### src/rtl/adc_lvds_frame_tx.sv
// adc_lvds_frame_tx: multi-lane serializer sending DATA_WIDTH-bit frames MSB first with a framing clock.
// Define ADC_TX_TEST_PATTERN_EN to add test_mode and the built-in pattern generator.
module adc_lvds_frame_tx #(
  parameter int NUM_CHANNELS = 4,
  parameter int DATA_WIDTH   = 12,
  parameter bit DIN_INVERTED = 1'b0,
  parameter bit FCO_INVERTED = 1'b0
) (
  input  logic                               clk,
  input  logic                               rstn,
`ifdef ADC_TX_TEST_PATTERN_EN
  input  logic [1:0]                         test_mode,
`endif
  input  logic                               tx_en,
  input  logic [NUM_CHANNELS*DATA_WIDTH-1:0] sample_data,
  input  logic                               sample_valid,
  output logic                               sample_ready,
  output logic [NUM_CHANNELS-1:0]            dout,
  output logic                               fco,
  output logic                               frame_start,
  output logic                               busy,
  output logic [15:0]                        underrun_cnt
);
  localparam int CW = $clog2(DATA_WIDTH);
  localparam int TW = NUM_CHANNELS * DATA_WIDTH;
  localparam logic [CW-1:0] LAST = CW'(DATA_WIDTH - 1);
  localparam logic [CW-1:0] HALF = CW'(DATA_WIDTH / 2);

  typedef enum logic {IDLE, RUN} state_t;

  state_t                  state_q, state_d;
  logic [CW-1:0]           bit_cnt_q, bit_cnt_d;
  logic [TW-1:0]           shift_q, shift_d, held_q, held_d, src;
  logic [15:0]             underrun_cnt_q, underrun_cnt_d;
  logic [NUM_CHANNELS-1:0] dout_q, dout_d, lane_msb;
  logic [DATA_WIDTH-1:0]   lane, pat_word;
  logic                    fco_q, fco_d, fs_q, fs_d;
  logic                    boundary, open, hs, load, underrun, pat_on;

`ifdef ADC_TX_TEST_PATTERN_EN
  localparam logic [DATA_WIDTH-1:0] ALT = {(DATA_WIDTH / 2){2'b10}};
  localparam logic [DATA_WIDTH-1:0] MID = {1'b1, {(DATA_WIDTH - 1){1'b0}}};
  logic [DATA_WIDTH-1:0] pat_q, pat_d, pat_idx;
  // Frame index restarts at 0 on every IDLE exit; it drives both ramp value and alternation phase.
  assign pat_on   = test_mode != 2'b00;
  assign pat_idx  = state_q == IDLE ? '0 : pat_q;
  assign pat_word = test_mode == 2'b01 ? pat_idx :
                    test_mode == 2'b10 ? (pat_idx[0] ? ~ALT : ALT) : MID;
  assign pat_d    = (load && pat_on) ? pat_idx + 1'b1 : pat_q;
  always_ff @(posedge clk or negedge rstn) begin
    if (!rstn) pat_q <= '0;
    else       pat_q <= pat_d;
  end
`else
  assign pat_on   = 1'b0;
  assign pat_word = '0;
`endif

  assign boundary     = state_q == RUN && bit_cnt_q == LAST;
  assign open         = tx_en && (state_q == IDLE || boundary);
  assign sample_ready = open && !pat_on;
  assign hs           = sample_ready && sample_valid;
  // At a frame boundary a new frame always starts while enabled: fresh data, pattern or held word.
  assign load         = open && (pat_on || sample_valid || boundary);
  assign underrun     = load && !pat_on && !sample_valid;
  assign src          = pat_on ? {NUM_CHANNELS{pat_word}} : hs ? sample_data : held_q;

  always_ff @(posedge clk or negedge rstn) begin
    if (!rstn) begin
      state_q   <= IDLE;
      bit_cnt_q <= '0;
    end else begin
      state_q   <= state_d;
      bit_cnt_q <= bit_cnt_d;
    end
  end

  always_comb begin
    state_d   = load ? RUN : (state_q == IDLE || boundary) ? IDLE : RUN;
    bit_cnt_d = (state_d == RUN && !load) ? bit_cnt_q + 1'b1 : '0;
  end

  always_comb begin
    held_d         = hs ? sample_data : held_q;
    underrun_cnt_d = (underrun && underrun_cnt_q != 16'hFFFF) ? underrun_cnt_q + 16'd1 : underrun_cnt_q;
    shift_d        = '0;
    lane_msb       = '0;
    lane           = '0;
    for (int i = 0; i < NUM_CHANNELS; i++) begin
      lane = load ? src[i*DATA_WIDTH +: DATA_WIDTH] : shift_q[i*DATA_WIDTH +: DATA_WIDTH];
      lane_msb[i] = lane[DATA_WIDTH-1];
      shift_d[i*DATA_WIDTH +: DATA_WIDTH] = lane << 1;
    end
    dout_d = (state_d == RUN ? lane_msb : '0) ^ {NUM_CHANNELS{DIN_INVERTED}};
    fco_d  = (state_d == RUN && bit_cnt_d < HALF) ^ FCO_INVERTED;
    fs_d   = load;
  end

  always_ff @(posedge clk or negedge rstn) begin
    if (!rstn) begin
      shift_q        <= '0;
      held_q         <= '0;
      underrun_cnt_q <= '0;
      dout_q         <= {NUM_CHANNELS{DIN_INVERTED}};
      fco_q          <= FCO_INVERTED;
      fs_q           <= 1'b0;
    end else begin
      shift_q        <= shift_d;
      held_q         <= held_d;
      underrun_cnt_q <= underrun_cnt_d;
      dout_q         <= dout_d;
      fco_q          <= fco_d;
      fs_q           <= fs_d;
    end
  end

  assign dout         = dout_q;
  assign fco          = fco_q;
  assign frame_start  = fs_q;
  assign busy         = state_q == RUN;
  assign underrun_cnt = underrun_cnt_q;
endmodule

### config.mk
export PLATFORM = sky130hd
export DESIGN_NAME = adc_lvds_frame_tx
export DESIGN_NICKNAME = d
export VERILOG_FILES = /design/src/rtl/adc_lvds_frame_tx.sv
export SDC_FILE = /design/constraint.sdc
export NUM_CORES = 1
export LEC_CHECK = 0
export CORE_MARGIN = 5
export CORE_UTILIZATION = 55
export DETAILED_ROUTE_END_ITERATION = 8
export PLACE_DENSITY_LB_ADDON = 0.08
export SYNTH_ARGS = -nofsm -noshare
export SYNTH_HDL_FRONTEND = slang
export SYNTH_SLANG_ARGS = --single-unit
### constraint.sdc
create_clock -name clk -period 3.05 [get_ports clk]
set_input_delay 0.4575 -clock clk [delete_from_list [all_inputs] [get_ports clk]]
set_output_delay 0.4575 -clock clk [all_outputs]
set_load 0.02 [all_outputs]
* Word-level counts from Yosys, hierarchy flattened
Index checks and enable logic that the tools add are counted.
** Storage, ports and cells
- Register bits after elaboration :: 119
- Input bits :: 52
- Output and inout bits :: 24
- Word-level logic and storage cells :: 35
** Operators by class
- $add $sub $neg :: 2
- Order comparisons :: 1
- Eq/ne operators :: 2
- Muxes and demuxes :: 9
- Bitwise gates (word level) :: 1
- Reductions and logical operators :: 12
** Operators with widths (number)
- $mux W12 :: 4
- $mux W48 :: 1
- $add A16 B1 Y16 const B :: 1
- $ne A16 B16 Y1 const B :: 1
- $logic_and A1 B1 Y1 :: 8
- $mux W4 :: 2
- $add A4 B1 Y4 const B :: 1
- $eq A4 B4 Y1 const B :: 1
- $lt A4 B3 Y1 const B :: 1
- $logic_not A1 Y1 :: 2
- $logic_or A1 B1 Y1 :: 2
- $mux W1 :: 2
- $not A1 Y1 :: 1

* Logic depth before layout (Yosys ltp)
Gate-level depths: netlist (run 1).
- Depth after elaboration :: 10
- Mapped depth :: 7
- Mapped depth without buffers :: 6

* Worst setup path before layout (run 1)
No wires, ideal clock.
- Kind :: register to register
- Start :: register underrun_cnt_q[0], in the netlist underrun_cnt[0]
- End :: register underrun_cnt_q[2], in the netlist underrun_cnt[2]
- Library setup time :: 0.134 ns
- Data arrival time :: 1.791 ns
- Required time :: 2.916 ns
- Path slack :: 1.125 ns
- Cell stages (with the launch flop) :: 6
- Buffers on the path :: 0
- Clock period less this slack :: 1.925 ns
- Cell sequence :: dfrtp_1 ha_1 nand4_1 nor4_1 nor3b_1 xor2_1
** Between the ends
- Word-level cells in the longest chain between the ends :: 2
- Elaborated cells between the ends (all ways) :: 3
- Those cells by class :: add/sub: 1; eq/ne: 1; reduce/logical: 1
** RTL lines
- from (decl) :: line 34 : logic [15:0] underrun_cnt_q, underrun_cnt_d;
- from (signal assigned) :: line 110 : underrun_cnt_q <= underrun_cnt_d;
- branches (longest 2 deep; another with $add A16 B1 Y16)
Several ways; the timed one is not identified.
A chain may end at the register's enable or synchronous reset.

* Final worst setup path (run 1)
- Start :: register bit_cnt_q[0]
- End :: output port sample_ready
** Between the ends
- Word-level cells in the longest chain between the ends :: 4
** RTL lines
- from (decl) :: line 32 : logic [CW-1:0] bit_cnt_q, bit_cnt_d;
- from (signal assigned) :: line 74 : bit_cnt_q <= bit_cnt_d;
- $eq A4 B4 Y1 :: line 59 : assign boundary = state_q == RUN && bit_cnt_q == LAST;
- $logic_and A1 B1 Y1 :: line 59
- $logic_or A1 B1 Y1 :: line 60 : assign open = tx_en && (state_q == IDLE || boundary);
- $logic_and A1 B1 Y1 :: line 60
- to (decl) :: line 17 : output logic sample_ready,
Every way passes these cells.

==> impl_summary.md, run 1 <==
Yosys
The biggest area consumer among synthesized cells is sky130_fd_sc_hd__dfrtp_1. After technology mapping, the gate count stands at roughly 320. The proportion of netlist area held by the largest area contributor is 62.5%. Ranked by total cell area, the synthesized netlist is headed by sky130_fd_sc_hd__dfrtp_1 (63%), sky130_fd_sc_hd__mux2_2 (18%), sky130_fd_sc_hd__mux2_4 (3.8%). The netlist uses 31 different library cells. The average instance area after synthesis is 14.9 µm².

The mapped netlist covers 4760 µm². Sequential elements use 62.5% of the synthesized area. The total of flip-flops plus latches after synthesis is between 100 and 150. The number of nets handed over by synthesis was 373. The number of warnings reported in the yosys synthesis log is 0.

Layout
The number of inserted diodes is 0. Leaving out fill and tap cells, the most frequent cells in the layout are sky130_fd_sc_hd__dfrtp_1 (119), sky130_fd_sc_hd__mux2_2 (77), sky130_fd_sc_hd__clkdlybuf4s50_1 (74). After filler insertion, the fill cell instance count of the layout stands at around 570. The fraction of layout instances using a drive strength above 1 is 31.4%.

Leaving out fill and tap cells, the most frequent cell in the layout is sky130_fd_sc_hd__dfrtp_1. Compared with the post-synthesis result, the final layout area differs by 31.8%. The number of nets in the layout is approximately 460.

Floorplan
The height of the die is between 100 and 150 µm. The total I/O pin count is between 70 and 80. The overall die area is roughly 11000 µm². The initialized floorplan defines 34 standard-cell rows.

The standard cell core area is around 8600 µm². The horizontal die dimension is slightly above 100 µm. The initial utilization of the core area, before any placement, comes to 55.4%.

STA
The max-slew violation count came to 0. The number of endpoints with negative hold slack in the final report was 0. The post-route fraction of the period consumed by the critical path is roughly 90%. At the pin with the least slew margin, the transition time is ~0.79 ns. The shortest clock period the worst path allows after layout is ~2.7 ns. The final number of setup-violating endpoints is 0. Between clock sinks in the finished design, the worst skew comes to around 0.0075 ns.

The setup TNS is 0 ns. The final-layout worst hold slack is about 0.032 ns. Setup repair after global routing left no endpoint under its margin. Derived from the worst setup path, the maximum achievable clock frequency is 373 MHz.

The relative slew slack is roughly 47%.

Min path
The type of the tightest min-delay check is in -> async.

Clock tree
The buffer levels on the longest clock path is 2. The H-tree was split into 4 levels. In this run, post-CTS hold repair placed 0 buffers. The clock tree from TritonCTS is yes.

In this run the clock root is driven by a sky130_fd_sc_hd__clkbuf_8. The clock latency on the worst-skew pair is 0.50 ns. The buffer count from post-CTS setup fixing is 0. The number of gates resized after CTS is 0. The register clock-pin slew on the reported worst setup and hold paths is around 0.060 ns. The TritonCTS buffer count is 17. The clock sink total is approximately 120.

Power and ir drop
In this run the power density over the cells is between 900 and 1000 nW/µm². VDD sags by at most between 0.6 and 0.7 mV. Summed over all cells, the static leakage comes to roughly 3.0 nW.

Worst setup path
For the worst setup path, the data arrival time is roughly 2.2 ns. The category of the worst setup path launch point is a flop. At the worst endpoint, the required time is 2.59 ns. The type of the setup path with the least slack is reg -> out. The largest driver fanout on the critical path is 9. The category of the worst setup path capture point is an output pin.

Global route
The via count of the first global-routing pass is 2887. The final global-route overflow total is 0. The first global-routing pass estimated 14300 µm of wire. The global-route usage over all layers is between 15 and 20%. The pin count of the biggest net entering global routing is 65.

The number of antenna violations at the first check in global routing is 0.

Placed design
The detailed placement HPWL is 5620 µm. In this run the tool buffered the top-level ports with 75 buffer cells. At the end of routability-driven placement, the weighted congestion stood at roughly 0.8.

Run status
The flow ran to the end, and the final reports show no timing, DRC or antenna violations.

Detailed routing
The post-detailed-route count of antenna-violating nets is 0. The via count is 2786. The via density per instance is roughly 5.3. For this block, the initial DRC count from the detailed router was 50. In the routed design, unresolved DRC markers number 0.

The first TritonRoute pass finished after 4 iterations. After detailed routing, the total wire length is 8650 µm. The average routed wire per standard cell is about 16 µm.

Flow run
Across the run, the number of max-cap violations was 0.
cell usage after synthesis:
cell type and n:
sky130_fd_sc_hd__a21o_1 2, sky130_fd_sc_hd__a221oi_1 1, sky130_fd_sc_hd__a22o_1 4, sky130_fd_sc_hd__a22oi_1 4
sky130_fd_sc_hd__and2_1 8, sky130_fd_sc_hd__and2b_1 1, sky130_fd_sc_hd__and3_1 4, sky130_fd_sc_hd__and3b_1 1
sky130_fd_sc_hd__buf_2 7, sky130_fd_sc_hd__buf_6 3, sky130_fd_sc_hd__clkbuf_1 2, sky130_fd_sc_hd__dfrtp_1 119
sky130_fd_sc_hd__ha_1 2, sky130_fd_sc_hd__inv_1 1, sky130_fd_sc_hd__inv_2 1, sky130_fd_sc_hd__mux2_2 77
sky130_fd_sc_hd__mux2_4 12, sky130_fd_sc_hd__nand2_1 12, sky130_fd_sc_hd__nand3_1 7, sky130_fd_sc_hd__nand3b_1 2
sky130_fd_sc_hd__nand3b_4 1, sky130_fd_sc_hd__nand4_1 9, sky130_fd_sc_hd__nor2_1 4, sky130_fd_sc_hd__nor2b_1 1
sky130_fd_sc_hd__nor3_1 4, sky130_fd_sc_hd__nor3b_1 2, sky130_fd_sc_hd__nor4_1 6, sky130_fd_sc_hd__nor4_2 1
sky130_fd_sc_hd__o21ai_0 4, sky130_fd_sc_hd__xnor2_1 5, sky130_fd_sc_hd__xor2_1 12
through the flow:
| step | util, % | setup slack [ns] | instances | area, µm² | power [mW] |
|---|---|---|---|---|---|
| detailed placement | 65.5 | 0.490 | 496 | 5630 | 3.56 |
| global route | 73.0 | 0.222 | 528 | 6270 | 5.99 |
| CTS | 73.0 | 0.341 | 528 | 6270 | 5.76 |
| global placement | 65.5 | 0.563 | 496 | 5630 | 3.50 |
| finish | 73.0 | 0.370 | 528 | 6270 | 5.69 |
| floorplan | - | 1.12 | 319 | 4760 | 3.16 |
registers in the layout (all words and copies together), names as in the netlist:
register	flops
busy	1
dout	4
fco	1
bit_cnt_q	4
shift_q	44
held_q	48
underrun_cnt	16
frame_start	1
power by group:
group          total (mW)  switching [mW]  internal (mW)  leakage, nW
registers            2.35           0.192           2.15         1.53
logic                1.19           0.481          0.707         1.11
clock network        2.15           0.715           1.44        0.316
total                5.69            1.39           4.30         2.96
critical path: stages, from the launching register on:
cell and delay (ns):
sky130_fd_sc_hd__dfrtp_1 0.36, sky130_fd_sc_hd__ha_1 0.26, sky130_fd_sc_hd__nand3b_4 0.15, sky130_fd_sc_hd__nand2_1 0.21, sky130_fd_sc_hd__nand2_1 0.09, sky130_fd_sc_hd__inv_1 0.06, sky130_fd_sc_hd__clkdlybuf4s50_1 0.60
logic make-up (layout without fill, tap and decap cells):
family	count (synthesis)	count (layout)	synth area share, %
DFF	119	119	62.5
muxes	89	89	22.0
and+or+nand+nor	63	63	7.75
xor gates and xnor gates	17	17	3.13
AOI/OAI and AO/OA	15	15	2.29
buffers and inverters	14	115	1.76
adders and majority gates	2	2	0.526
final timing paths:
kind	startpoint	to	slack [ns]	cells after the start
max in group asynchronous	rstn	shift_q[31]$_DFF_PN0_	2.25	2
hold reg to reg	bit_cnt_q[0]$_DFF_PN0_	bit_cnt_q[0]$_DFF_PN0_	0.46	1
hold / removal	rstn	underrun_cnt[14]$_DFFE_PN0P_	0.03	1
min in group clk	bit_cnt_q[0]$_DFF_PN0_	bit_cnt_q[0]$_DFF_PN0_	0.46	1
setup / recovery	bit_cnt_q[0]$_DFF_PN0_	sample_ready	0.37	6
setup reg to reg	bit_cnt_q[0]$_DFF_PN0_	shift_q[38]$_DFF_PN0_	0.92	6
routing by layer:
metal	share of wire, %	wire length, µm	vias to the layer above	track usage (%)
li1	-	-	1315	-
met1	45	3910	1392	24.1
met2	48	4180	72	27.3
met3	5.8	499	7	5.95
met4	0.73	63	0	6.27
met5	0	0	-	0
final cells by class:
| type | count | area, µm² | share of cell area [%] |
|---|---|---|---|
| clock buffer | 18 | 428 | 6.82 |
| inverter | 2 | 7.51 | 0.120 |
| clock inverter | 14 | 220 | 3.51 |
| multi-input combinational | 186 | 1700 | 27.1 |
| timing repair buffer | 81 | 806 | 12.8 |
| sequential | 119 | 2980 | 47.5 |
| tap | 108 | 135 | 2.15 |
Note: power is estimated with default switching activity, not from simulation.
==> run 2, diff against run 1 <==
--- a/config.mk
+++ b/config.mk
@@ -5,6 +5,7 @@
 export SDC_FILE = /design/constraint.sdc
 export NUM_CORES = 1
 export LEC_CHECK = 0
+export CAP_MARGIN = 30
 export CORE_MARGIN = 5
 export CORE_UTILIZATION = 55
 export DETAILED_ROUTE_END_ITERATION = 8
==> results of run 2 <==
Same layout as run 1: the final DEF is identical, and so are final timing and power.
==> run 3, diff against run 2 <==
--- a/config.mk
+++ b/config.mk
@@ -5,7 +5,6 @@
 export SDC_FILE = /design/constraint.sdc
 export NUM_CORES = 1
 export LEC_CHECK = 0
-export CAP_MARGIN = 30
 export CORE_MARGIN = 5
 export CORE_UTILIZATION = 55
 export DETAILED_ROUTE_END_ITERATION = 8
==> results of run 3 <==
Same layout as run 1: the final DEF is identical, and so are final timing and power.
